### src/rtl/riscv_pkg.sv
// Shared fetch-stage definitions: datapath width, instruction step and the
// fetch FSM encoding. Optional macro IFETCH_MISALIGN_CHECK_EN adds the FAULT
// state used for misaligned redirect targets.
package riscv_pkg;

  localparam int unsigned XLEN = 32;

  // Sequential fetch advances by one 32-bit instruction.
  localparam logic [XLEN-1:0] InstrStep = 32'd4;

  // Clears the byte-offset bits of an address.
  localparam logic [XLEN-1:0] WordAlignMask = 32'hFFFF_FFFC;

`ifdef IFETCH_MISALIGN_CHECK_EN
  typedef enum logic [1:0] {
    StFetch    = 2'd0,
    StWaitData = 2'd1,
    StValid    = 2'd2,
    StFault    = 2'd3
  } fetch_state_e;
`else
  typedef enum logic [1:0] {
    StFetch    = 2'd0,
    StWaitData = 2'd1,
    StValid    = 2'd2
  } fetch_state_e;
`endif

endpackage

### src/rtl/instruction_fetch.sv
// Single-outstanding instruction fetch unit. Issues one read strobe, captures
// the word returned the following cycle and holds it on a valid/ready
// handshake. Redirects restart fetch at a new PC and drop any word in flight.
// Optional macro IFETCH_MISALIGN_CHECK_EN: misaligned redirects park the unit
// in a FAULT state (fetch_fault=1) instead of silently aligning the target.
module instruction_fetch
  import riscv_pkg::*;
#(
  parameter logic [XLEN-1:0] RESET_PC = 32'h0000_0000
) (
  input  logic            CLK,
  input  logic            RESET,
  output logic [XLEN-1:0] memory_address,
  output logic            memory_read_strobe,
  input  logic [XLEN-1:0] memory_read_data,
  input  logic            redirect_valid,
  input  logic [XLEN-1:0] redirect_pc,
  output logic            instr_valid,
  input  logic            instr_ready,
  output logic [XLEN-1:0] instr_data,
  output logic [XLEN-1:0] instr_pc
`ifdef IFETCH_MISALIGN_CHECK_EN
  ,
  output logic            fetch_fault
`endif
);

  fetch_state_e    state_q, state_d;
  logic [XLEN-1:0] pc_q, pc_d;
  logic [XLEN-1:0] instr_data_q, instr_data_d;
  logic [XLEN-1:0] instr_pc_q, instr_pc_d;
  logic [XLEN-1:0] redirect_target;

  assign redirect_target = redirect_pc & WordAlignMask;

`ifdef IFETCH_MISALIGN_CHECK_EN
  logic redirect_misaligned;
  assign redirect_misaligned = (redirect_pc[1:0] != 2'b00);
`endif

  // Next-state logic: sequential fetch progress, then redirect override.
  always_comb begin
    state_d      = state_q;
    pc_d         = pc_q;
    instr_data_d = instr_data_q;
    instr_pc_d   = instr_pc_q;

    unique case (state_q)
      StFetch: begin
        state_d = StWaitData;
      end
      StWaitData: begin
        instr_data_d = memory_read_data;
        instr_pc_d   = pc_q;
        state_d      = StValid;
      end
      StValid: begin
        if (instr_ready) begin
          pc_d    = pc_q + InstrStep;
          state_d = StFetch;
        end
      end
`ifdef IFETCH_MISALIGN_CHECK_EN
      StFault: begin
        state_d = StFault;
      end
`endif
      default: begin
        state_d = StFetch;
      end
    endcase

    // A redirect wins over a same-cycle accept and discards any word
    // arriving this cycle, so the output registers keep their old contents.
    if (redirect_valid) begin
      instr_data_d = instr_data_q;
      instr_pc_d   = instr_pc_q;
`ifdef IFETCH_MISALIGN_CHECK_EN
      if (redirect_misaligned) begin
        pc_d    = pc_q;
        state_d = StFault;
      end else begin
        pc_d    = redirect_target;
        state_d = StFetch;
      end
`else
      pc_d    = redirect_target;
      state_d = StFetch;
`endif
    end
  end

  // State and datapath registers with synchronous reset.
  always_ff @(posedge CLK) begin
    if (RESET) begin
      state_q      <= StFetch;
      pc_q         <= RESET_PC;
      instr_data_q <= '0;
      instr_pc_q   <= '0;
    end else begin
      state_q      <= state_d;
      pc_q         <= pc_d;
      instr_data_q <= instr_data_d;
      instr_pc_q   <= instr_pc_d;
    end
  end

  // Outputs decoded from the current state; the strobe is held off while
  // reset is asserted so the first request follows reset release.
  always_comb begin
    memory_address     = pc_q;
    memory_read_strobe = (state_q == StFetch) && !RESET;
    instr_valid        = (state_q == StValid);
    instr_data         = instr_data_q;
    instr_pc           = instr_pc_q;
`ifdef IFETCH_MISALIGN_CHECK_EN
    fetch_fault        = (state_q == StFault);
`endif
  end

endmodule

### config.mk
export PLATFORM = sky130hd
export DESIGN_NAME = instruction_fetch
export DESIGN_NICKNAME = d
export VERILOG_FILES = /design/src/rtl/riscv_pkg.sv /design/src/rtl/instruction_fetch.sv
export SDC_FILE = /design/constraint.sdc
export NUM_CORES = 1
export LEC_CHECK = 0
export ABC_AREA = 1
export BUFFER_PORTS_ARGS = -buffer_cell sky130_fd_sc_hd__buf_4
export CAP_MARGIN = 25
export CORE_MARGIN = 1.5
export CORE_UTILIZATION = 41
export DETAILED_ROUTE_END_ITERATION = 10
export HOLD_SLACK_MARGIN = 0.03
export PLACE_DENSITY = 0.71
export SLEW_MARGIN = 40
export SYNTH_ARGS = -nofsm -noshare
export SYNTH_HDL_FRONTEND = slang
export SYNTH_SLANG_ARGS = --single-unit
### constraint.sdc
create_clock -name CLK -period 1.3 [get_ports CLK]
set_input_delay 0.195 -clock CLK [delete_from_list [all_inputs] [get_ports CLK]]
set_output_delay 0.195 -clock CLK [all_outputs]
set_load 0.02 [all_outputs]
==> flow_summary.rst, run 1 <==
.. list-table::
   :header-rows: 1

   * - Metric
     - Value
   * - Number of endpoints failing setup at the final stage
     - 53
   * - Buffer depth of the longest clock path
     - 2
   * - Half-perimeter wire length of the detailed placement result
     - approximately 10,000 um
   * - Starting DRC count in detailed routing
     - 309
   * - Run status
     - finished, violations left
   * - Crit path top cell by count
     - sky130_fd_sc_hd__nand2_1
   * - Worst path arrival time
     - between 1.5 and 2 ns
   * - Global-route track usage on met3
     - 0.04419
   * - Final layout net count
     - about 960
   * - FF+latch count, synth
     - 94
   * - Required time reported for the critical path endpoint
     - 1.55 ns
   * - Number of standard cells in the layout, taps in and fillers out
     - between 1,000 and 1,500
   * - Power density over the cells
     - 882.2 nW/um2
   * - Final Hold Fails
     - 0
   * - Width of the die
     - 107.7 um
   * - Peak supply drop
     - 576.7 uV
   * - Total track usage
     - 0.2446
   * - Pin count of the biggest net entering global routing
     - 64
   * - GR Layer Usage met1
     - 0.3081
   * - Wire length of the first global-routing pass
     - 22,870 um
   * - Number of logic stages on the critical path including buffering
     - 10
   * - Final weighted congestion in routability-driven placement
     - 0.9185
   * - Root buffer selected by CTS
     - sky130_fd_sc_hd__clkbuf_8
   * - Hold-critical path endpoint
     - instr_data[25]
   * - Standard cell core area
     - between 10,000 and 15,000 um2
   * - Total negative setup slack
     - -2.546 ns
   * - Clock tree from TritonCTS
     - done
   * - Maximum fanout along the worst path
     - 5
   * - Port bufs
     - approximately 160
   * - Antenna-violating nets left
     - 0
   * - Number of ports placed on the die boundary
     - ~170
   * - Reg2Reg Depth
     - 10
   * - WL/cell
     - 15.45 um
   * - Slack of the worst reg-to-reg path
     - -0.13 ns
   * - Area growth, synth to finish
     - 60.12%
   * - Utilization of the core after routing
     - 0.6699
   * - Overflow after GRT
     - 0
   * - Number of H-tree branching levels
     - 3
   * - Critical path cell sequence
     - ha_4 > nand2_4 > nor2_4 > nand2_4 > nor2_4 > nand2_1 > nand2_1 > nand3_1 > nand2_1 > a21oi_1
   * - Average vias per placed instance
     - 5.206
   * - Syn Std Cell Area
     - 4496 um2
   * - Minimum clock period after layout
     - about 1.4 ns
   * - Inserted Diodes
     - 0
   * - Mean instance size in the synthesized netlist
     - 6.670 um2
   * - Initial core utilization
     - 0.4184
   * - Hold/Removal Path Class
     - input port to flop
   * - Drt total wl
     - 16,020 um
   * - Nature of the critical path endpoint
     - flop
   * - Global-route layer with the greatest usage
     - met2
   * - Vias in the first global route
     - between 4,000 and 5,000
   * - CTS Buf Count
     - 9
   * - Nature of the critical path startpoint
     - flop
   * - Synth Warn #
     - 0
   * - Number of antenna violations at the first check in global routing
     - 0
   * - Detailed-route via count
     - 5,399
   * - Worst Setup Path Type
     - flop to flop
   * - CTS sink cnt
     - 94
   * - Overall die area
     - 11,600 um2
   * - Setup repair after global routing missed its margin
     - yes
   * - Leakage power
     - roughly 3 nW
   * - Launch instance of the worst min-delay path
     - RESET
   * - CP max-delay cell
     - sky130_fd_sc_hd__dfxtp_4
   * - Number of max-slew violations in the final report
     - 0
   * - Unique masters post-synth
     - 25
   * - Reg clk slew, reported paths
     - 0.09 ns
   * - Fraction of final layout cells with drive strength greater than 1
     - 0.4359
   * - Critical register-to-register path endpoint
     - memory_address[26]
   * - Hold depth
     - 2
   * - GRT met2 Usage
     - 0.4204
   * - Post-route setup slack
     - -0.1283 ns
   * - Commonest cells after routing, fill and taps aside
     - sky130_fd_sc_hd__buf_4 (221), sky130_fd_sc_hd__nand2_1 (176), sky130_fd_sc_hd__nand3_1 (80)
   * - Die height
     - 107.7 um
   * - Setup slack after placement
     - -0.1439 ns
   * - CP delay by family, top
     - simple AND/OR/NAND/NOR gates
   * - Combined buffer and inverter count along the critical path
     - 0
   * - Final clock skew
     - 0.004999 ns
   * - Setup crit start
     - memory_address[2]
   * - Count of mapped cells out of synthesis
     - 674
   * - First-pass DRT Iterations
     - 5
   * - Most common cell after layout, fill and taps aside
     - sky130_fd_sc_hd__buf_4
   * - Slowest cell delay on critical path
     - 0.38 ns
   * - Cells after DPL
     - 1,003
   * - Violated checks
     - negative setup slack
   * - Max Cap Viol
     - 0
   * - Highest Clock Rate
     - 700.1 MHz
   * - Final worst-path cycle share
     - 1.099
   * - Number of remaining DRC errors
     - 0
   * - Launching point of the worst reg2reg path
     - memory_address[2]
   * - Number of placement rows
     - 38
   * - Clock latency on the worst-skew pair
     - 0.36 ns
   * - Sequential area share after synthesis
     - 0.4186
[cells by family after synthesis]
logic type      synth area share
compound gates            0.1177
fa+ha+maj               0.002783
buf+inv                  0.08155
flops                     0.4186
other cells            0.0008342
simple gates              0.3785
[layer usage]
metal / vias to the layer above / part of all wire
li1: 2637 / -
met5: - / 0
met4: 0 / 0.026
met1: 2532 / 0.41
met3: 28 / 0.066
met2: 202 / 0.49
[worst max-delay path by stage]
stage | end | slack, ns
after floorplan | memory_address[30] | -0.07
after global placement | memory_address[30] | -0.10
after detailed placement | memory_address[22] | -0.14
after CTS | memory_address[22] | -0.13
after global routing | memory_address[26] | -0.24
final | memory_address[26] | -0.13
[flip-flops by register name, indices dropped and copies added (netlist names)]
| name | count |
|---|---|
| state_q | 2 |
| instr_data | 32 |
| instr_pc | 30 |
| memory_address | 30 |
[timing repair]
action,in CTS,in global routing
buffers inserted,4,8
endpoints found under the setup margin,28,94
gates cloned,0,7
hold buffers,0,0
resized for setup,38,82
pin swaps,18,57
endpoints found under the hold margin,0,0
[worst register-to-register path, stage by stage, from the launching register on]
cell and delay [ns]:
sky130_fd_sc_hd__dfxtp_4 0.38, sky130_fd_sc_hd__ha_4 0.15, sky130_fd_sc_hd__nand2_4 0.06, sky130_fd_sc_hd__nor2_4 0.15, sky130_fd_sc_hd__nand2_4 0.11, sky130_fd_sc_hd__nor2_4 0.16, sky130_fd_sc_hd__nand2_1 0.07, sky130_fd_sc_hd__nand2_1 0.06
sky130_fd_sc_hd__nand3_1 0.06, sky130_fd_sc_hd__nand2_1 0.07, sky130_fd_sc_hd__a21oi_1 0.05
[cell usage after synthesis]
cell type,instances,share of area
sky130_fd_sc_hd__nand2_1,189,0.16
sky130_fd_sc_hd__nand3_1,109,0.12
sky130_fd_sc_hd__dfxtp_1,94,0.42
sky130_fd_sc_hd__a21oi_1,81,0.090
sky130_fd_sc_hd__nor2_1,65,0.054
sky130_fd_sc_hd__inv_1,42,0.035
sky130_fd_sc_hd__clkbuf_1,21,0.018
sky130_fd_sc_hd__buf_2,17,0.019
sky130_fd_sc_hd__nor3_1,11,0.012
sky130_fd_sc_hd__nor2_4,7,0.018
sky130_fd_sc_hd__buf_4,5,0.0084
sky130_fd_sc_hd__nor2_2,5,0.0070
sky130_fd_sc_hd__o211ai_1,5,0.0084
sky130_fd_sc_hd__o21ai_0,4,0.0045
sky130_fd_sc_hd__a211oi_1,3,0.0050
sky130_fd_sc_hd__a31oi_1,3,0.0042
sky130_fd_sc_hd__nand4_1,3,0.0042
sky130_fd_sc_hd__a221oi_1,2,0.0039
sky130_fd_sc_hd__nor4_1,2,0.0028
sky130_fd_sc_hd__a22oi_1,1,0.0017
sky130_fd_sc_hd__buf_1,1,0.00083
sky130_fd_sc_hd__conb_1,1,0.00083
sky130_fd_sc_hd__ha_1,1,0.0028
sky130_fd_sc_hd__inv_2,1,0.00083
sky130_fd_sc_hd__nand2_2,1,0.0014
[layout make-up]
cell class	instances	area (um2)
clock inverter	4	47.55
sequential	94	1928
tap	140	175.2
fill	925	3547
clock buffer	11	141.4
inverter	43	162.7
timing repair buffer	249	2103
multi-input combinational	496	2640
[where the power goes]
part	internal [mW]	switching, mW	leakage, nW	total [mW]
combinational	0.612	0.729	2.12	1.34
clock	0.926	1.01	0.0952	1.93
sequential	2.99	0.0893	0.777	3.08
total	4.52	1.83	2.99	6.35
[metrics by stage]
step	hold WS, ns	cell area (um2)	power (mW)
2_1_floorplan	0.3481	4582	3.690
3_3_place_gp	0.4092	6325	4.222
3_5_place_dp	0.4246	6325	4.250
4_1_cts	0.03566	6658	6.175
5_1_grt	0.05056	7198	6.610
6_report	0.05864	7198	6.350
(Power assumes the default switching activity.)
==> inputs of run 2 (changes only) <==
--- a/config.mk
+++ b/config.mk
@@ -8,7 +8,7 @@
 export ABC_AREA = 1
 export BUFFER_PORTS_ARGS = -buffer_cell sky130_fd_sc_hd__buf_4
 export CAP_MARGIN = 25
-export CORE_MARGIN = 1.5
+export CORE_MARGIN = 1
 export CORE_UTILIZATION = 41
 export DETAILED_ROUTE_END_ITERATION = 10
 export HOLD_SLACK_MARGIN = 0.03
==> run 2 against run 1 <==
  * Total power down 2.1%
  * Global-route usage increased by 0.33 points
  * Routed wire length is 2.8% lower
  * Critical path depth unchanged
  * Clock power decreased by 7%
  * Largest power group unchanged
  * Non-clock buffer count increased by 4
  * Fmax down 2.8%
  * The flow still finishes with violations (negative setup slack)
  * Largest cell class unchanged
==> flow_summary.rst, run 2 (synthesis gave the netlist of run 1 again) <==
.. list-table::
   :header-rows: 1

   * - Metric
     - Value
   * - CTS sink cnt
     - 94
   * - Drt total wl
     - 15,570 um
   * - Number of placement rows
     - 37
   * - Final weighted congestion in routability-driven placement
     - between 0.8 and 0.9
   * - Peak supply drop
     - 702.4 uV
   * - Worst Setup Path Type
     - flop to flop
   * - Launching point of the worst reg2reg path
     - memory_address[2]
   * - Hold depth
     - 2
   * - Cells after DPL
     - 1,007
   * - WL/cell
     - 15.00 um
   * - Post-route setup slack
     - -0.1701 ns
   * - Antenna-violating nets left
     - 0
   * - Overflow after GRT
     - 0
   * - Standard cell core area
     - ~10,000 um2
   * - CTS Buf Count
     - 9
   * - Inserted Diodes
     - 0
   * - Detailed-route via count
     - 5,374
   * - Final layout net count
     - 966
   * - Fraction of final layout cells with drive strength greater than 1
     - 0.4335
   * - Critical register-to-register path endpoint
     - memory_address[26]
   * - Highest Clock Rate
     - 680.2 MHz
   * - Leakage power
     - slightly above 3 nW
   * - Nature of the critical path startpoint
     - flop
   * - Footprint of the multi-input gates
     - approximately 2700 um2
   * - Number of ports placed on the die boundary
     - 166
   * - Vias in the first global route
     - 4,917
   * - Slack of the worst reg-to-reg path
     - -0.17 ns
   * - Half-perimeter wire length of the detailed placement result
     - 10,510 um
   * - Width of the die
     - around 110 um
   * - Power density over the cells
     - 852.1 nW/um2
   * - Root buffer selected by CTS
     - sky130_fd_sc_hd__clkbuf_8
   * - Final clock skew
     - 0.008852 ns
   * - Number of endpoints failing setup at the final stage
     - 65
   * - Initial core utilization
     - 0.4297
   * - Commonest cells after routing, fill and taps aside
     - sky130_fd_sc_hd__buf_4 (227), sky130_fd_sc_hd__nand2_1 (176), sky130_fd_sc_hd__nand3_1 (82)
   * - Run status
     - finished, violations left
   * - Number of remaining DRC errors
     - 0
   * - Port bufs
     - between 150 and 200
   * - Hold/Removal Path Class
     - input port to flop
   * - Total negative setup slack
     - -3.252 ns
   * - Post-place instance area
     - 6380 um2
   * - Required time reported for the critical path endpoint
     - 1.55 ns
   * - Buffer depth of the longest clock path
     - 2
   * - Finished layout cell area
     - roughly 7300 um2
   * - Die height
     - 106.7 um
   * - Final worst-path cycle share
     - 1.131
   * - Final Hold Fails
     - 0
   * - Minimum clock period after layout
     - 1.470 ns
   * - Clock latency on the worst-skew pair
     - 0.36 ns
   * - Starting DRC count in detailed routing
     - 261
   * - Overall die area
     - around 11,000 um2
   * - Combined flip-flop and latch cell area
     - 1934 um2
   * - First-pass DRT Iterations
     - 5
   * - End point of the critical path
     - memory_address[26]
   * - Total track usage
     - 0.2479
   * - Setup crit start
     - memory_address[2]
   * - Total power after layout
     - a little over 6 mW
   * - Maximum fanout along the worst path
     - 5
   * - Clock tree from TritonCTS
     - done
   * - Number of H-tree branching levels
     - 3
   * - Hold WS
     - 0.06344 ns
   * - Number of standard cells in the layout, taps in and fillers out
     - roughly 1,000
   * - Violated checks
     - negative setup slack
   * - Area growth, synth to finish
     - 62.23%
   * - Reg2Reg Depth
     - 10
   * - Reg clk slew, reported paths
     - 0.09 ns
   * - Total of fill cells in the finished design
     - approximately 840
   * - Most common cell after layout, fill and taps aside
     - sky130_fd_sc_hd__buf_4
   * - Number of antenna violations at the first check in global routing
     - 0
   * - Setup repair after global routing missed its margin
     - yes
   * - Max Cap Viol
     - 0
   * - Average vias per placed instance
     - 5.177
   * - Number of max-slew violations in the final report
     - 0
   * - Wire length of the first global-routing pass
     - 22,710 um
   * - Worst path arrival time
     - between 1.5 and 2 ns
   * - Number of hold buffers added after CTS
     - 0
   * - Nature of the critical path endpoint
     - flop
   * - Max FFs per register
     - 32
   * - Pin count of the biggest net entering global routing
     - 34
[run 2: cell count changes in the layout (fill, tap and decap cells not counted), moves of 5 or more]
cell	before	now
sky130_fd_sc_hd__a21oi_2	23	17
sky130_fd_sc_hd__buf_4	221	227
sky130_fd_sc_hd__a21oi_1	58	64
sky130_fd_sc_hd__nor2_2	14	9
sky130_fd_sc_hd__nand3_2	29	19
sky130_fd_sc_hd__nand3_4	0	8
[run 2: stage by stage]
step | setup WS [ns] | utilization
2_1_floorplan | -0.06758 | -
3_3_place_gp | -0.1169 | 0.6098
3_5_place_dp | -0.1608 | 0.6098
4_1_cts | -0.1596 | 0.6465
5_1_grt | -0.2608 | 0.6971
6_report | -0.1701 | 0.6971
[run 2: power by group]
| part | switching, mW | internal, mW |
|---|---|---|
| registers | 0.0931 | 2.98 |
| clock network | 1.10 | 0.698 |
| logic | 0.720 | 0.620 |
| total | 1.91 | 4.30 |
[run 2: how the worst min path moves through the flow]
| stage | startpoint | to | slack (ns) |
|---|---|---|---|
| floorplan | redirect_pc[3] | memory_address[3] | 0.35 |
| global placement | RESET | memory_address[2] | 0.42 |
| detailed placement | RESET | memory_address[2] | 0.42 |
| CTS | RESET | memory_address[2] | 0.04 |
| global route | RESET | memory_address[2] | 0.06 |
| finish | RESET | memory_address[2] | 0.06 |
[run 2: what timing repair did]
item,in CTS,in global routing
cloned,0,5
gates resized for setup,49,85
setup buffers,7,6
endpoints found under the setup margin,29,84
pin swaps,24,41
[run 2: cell type report]
cell class | count | area share
multi-input cells | 496 | 0.3747
well taps | 136 | 0.02333
clock inverters | 7 | 0.006691
inverters | 43 | 0.02316
repair buffers | 253 | 0.2899
clock buffers | 9 | 0.01698
flip-flops and latches | 94 | 0.2652
[run 2: routing by layer]
metal / vias up / track usage / wire length [um]
li1: 2650 / - / -
met1: 2514 / 0.3002 / 6321
met2: 193 / 0.4401 / 7969
met3: 17 / 0.05897 / 1033
met4: 0 / 0.05969 / 247
met5: - / 0 / 0
[run 2: worst max-delay path, cell delays in order (launching register included)]
cell                      delay (ns)
sky130_fd_sc_hd__dfxtp_4        0.38
sky130_fd_sc_hd__ha_4           0.15
sky130_fd_sc_hd__nand2_4        0.06
sky130_fd_sc_hd__nor2_4         0.16
sky130_fd_sc_hd__nand2_4        0.11
sky130_fd_sc_hd__nor2_4         0.16
sky130_fd_sc_hd__nand2_1        0.07
sky130_fd_sc_hd__nand2_1        0.07
sky130_fd_sc_hd__nand3_1        0.08
sky130_fd_sc_hd__nand2_1        0.07
sky130_fd_sc_hd__a21oi_1        0.05
==> inputs of run 3 (changes only) <==
--- a/config.mk
+++ b/config.mk
@@ -10,9 +10,10 @@
 export CAP_MARGIN = 25
 export CORE_MARGIN = 1
 export CORE_UTILIZATION = 41
+export CTS_CLUSTER_SIZE = 20
 export DETAILED_ROUTE_END_ITERATION = 10
 export HOLD_SLACK_MARGIN = 0.03
-export PLACE_DENSITY = 0.71
+export PLACE_DENSITY = 0.68
 export SLEW_MARGIN = 40
 export SYNTH_ARGS = -nofsm -noshare
 export SYNTH_HDL_FRONTEND = slang
==> constraint.sdc (replaced) <==
create_clock -name CLK -period 1.8 [get_ports CLK]
set_input_delay 0.27 -clock CLK [delete_from_list [all_inputs] [get_ports CLK]]
set_output_delay 0.27 -clock CLK [all_outputs]
set_load 0.02 [all_outputs]
==> run 3 against run 2 <==
  * The flow now finishes without violations
  * Clock skew rose by 0.0055 ns
  * Clock power decreased by 21%
  * Setup slack gained 0.33 ns
  * Highest routed layer unchanged
  * Largest power group unchanged
  * First-iteration DRC count down 1.9%
==> flow_summary.rst, run 3 (synthesis gave the netlist of run 1 again) <==
.. list-table::
   :header-rows: 1

   * - Metric
     - Value
   * - Post-CTS Setup Inserts
     - 0
   * - Overall die area
     - 11,390 um2
   * - Minimum clock period after layout
     - 1.638 ns
   * - Root buffer selected by CTS
     - sky130_fd_sc_hd__clkbuf_8
   * - Width of the die
     - 106.7 um
   * - Drt total wl
     - between 10,000 and 15,000 um
   * - Clock tree from TritonCTS
     - done
   * - Nature of the critical path endpoint
     - flop
   * - Buffer depth of the longest clock path
     - 2
   * - Combined buffer and inverter count along the critical path
     - 0
   * - Hold WS
     - 0.1702 ns
   * - Average vias per placed instance
     - between 5 and 6
   * - WL/cell
     - 13.68 um
   * - Final clock skew
     - about 0.014 ns
   * - Crit path top cell by count
     - sky130_fd_sc_hd__nand2_1
   * - Total negative setup slack
     - 0 ns
   * - Starting DRC count in detailed routing
     - around 260
   * - Total power after layout
     - 4.370 mW
   * - Reg clk slew, reported paths
     - 0.10 ns
   * - CP max-delay cell
     - sky130_fd_sc_hd__dfxtp_1
   * - Number of ports placed on the die boundary
     - around 170
   * - Initial core utilization
     - 0.4297
   * - Highest Clock Rate
     - 610.7 MHz
   * - Commonest cells after routing, fill and taps aside
     - sky130_fd_sc_hd__nand2_1 (188), sky130_fd_sc_hd__buf_4 (176), sky130_fd_sc_hd__nand3_1 (109)
   * - Hold/Removal Path Class
     - input port to flop
   * - Setup repair after global routing missed its margin
     - no
   * - Max FFs per register
     - 32
   * - Most common cell after layout, fill and taps aside
     - sky130_fd_sc_hd__nand2_1
   * - Pin count of the biggest net entering global routing
     - 40
   * - Final Hold Fails
     - 0
   * - Combined flip-flop and latch cell area
     - 1883 um2
   * - Vias in the first global route
     - 4,623
   * - Peak supply drop
     - 433.1 uV
   * - Half-perimeter wire length of the detailed placement result
     - 9485 um
   * - Port bufs
     - 159
   * - Max Cap Viol
     - 0
   * - Slowest cell delay on critical path
     - 0.48 ns
   * - Fraction of final layout cells with drive strength greater than 1
     - 0.2539
   * - Number of H-tree branching levels
     - 3
   * - Number of placement rows
     - 37
   * - Detailed-route via count
     - 4,969
   * - Area growth, synth to finish
     - 34.62%
   * - Number of endpoints failing setup at the final stage
     - 0
   * - Number of antenna violations at the first check in global routing
     - 0
   * - Inserted Diodes
     - 0
   * - Number of remaining DRC errors
     - 0
   * - Setup slack after placement
     - 0.1497 ns
   * - Die height
     - around 110 um
   * - Maximum fanout along the worst path
     - 7
   * - Leakage power
     - roughly 2.5 nW
   * - Total of fill cells in the finished design
     - 1,012
   * - Number of max-slew violations in the final report
     - 0
   * - Nature of the critical path startpoint
     - flop
   * - Worst path arrival time
     - around 1.9 ns
   * - First-pass DRT Iterations
     - 5
   * - Critical path cell sequence
     - nand2_1 > nor2_1 > nand2_1 > nor2_4 > nand2_1 > nand2_1 > nand3_1 > nand2_1 > a21oi_1
   * - Worst Setup Path Type
     - flop to flop
   * - Footprint of the multi-input gates
     - 2276 um2
   * - Final worst-path cycle share
     - 0.9097
   * - CTS sink cnt
     - 94
   * - CP delay by family, top
     - simple AND/OR/NAND/NOR gates
   * - Power density over the cells
     - 722.1 nW/um2
   * - Required time reported for the critical path endpoint
     - 2.05 ns
   * - Antenna-violating nets left
     - 0
   * - Total track usage
     - 0.2315
   * - Wire length of the first global-routing pass
     - ~21,000 um
   * - Standard cell core area
     - 10,460 um2
   * - Final layout net count
     - 891
   * - Overflow after GRT
     - 0
   * - Run status
     - finished clean
   * - CTS Buf Count
     - 9
   * - Post-route setup slack
     - 0.1625 ns
   * - Final weighted congestion in routability-driven placement
     - 0.8892
   * - Clock latency on the worst-skew pair
     - 0.37 ns
-- run 3: worst register-to-register path, delay by kind of cell, from the launching register on --
| family | cells | cell delay, ns |
|---|---|---|
| flip-flops | 1 | 0.48 |
| AND/OR/NAND/NOR | 8 | 0.99 |
| AO/OA/AOI/OAI | 1 | 0.06 |
-- run 3: layer usage --
metal,share of wire,GRT usage
met1,0.43,0.2903
met2,0.47,0.3793
met3,0.081,0.06809
met4,0.018,0.07632
met5,0,0
-- run 3: worst paths after layout --
check,startpoint,to,slack (ns),cells past startpoint
worst min-delay path,memory_read_data[13],instr_data[13],0.17,3
worst max-delay path,memory_address[13],memory_address[19],0.16,9
worst max register to register,memory_address[13],memory_address[19],0.16,9
worst min register to register,state_q[0],state_q[0],0.45,1
-- run 3: layout make-up --
type,instances,area share
clock inverter,6,0.01013
timing repair buffer,178,0.2249
multi-input combinational,496,0.3761
clock buffer,10,0.02274
inverter,43,0.02688
tap,136,0.02812
sequential,94,0.3111
-- run 3: per-stage QoR --
stage	utilization	cell area (um2)	std cells
6_report	0.5785	6052	963
5_1_grt	0.5785	6052	963
4_1_cts	0.5774	6041	963
3_5_place_dp	0.5584	5842	947
3_3_place_gp	0.5584	5842	947
2_1_floorplan	-	4507	677
-- run 3: report_power, final --
part           switching (mW)  leakage (nW)  internal, mW
Clock                   0.754         0.102         0.675
Sequential             0.0827         0.766          2.15
Combinational           0.403          1.62         0.301
Total                    1.24          2.48          3.13
-- run 3: repair_timing --
action / in CTS / in global routing
gates resized for setup: 0 / 3
endpoints found under the hold margin: 0 / 0
endpoints found under the setup margin: 0 / 15
hold buffers: 0 / 0
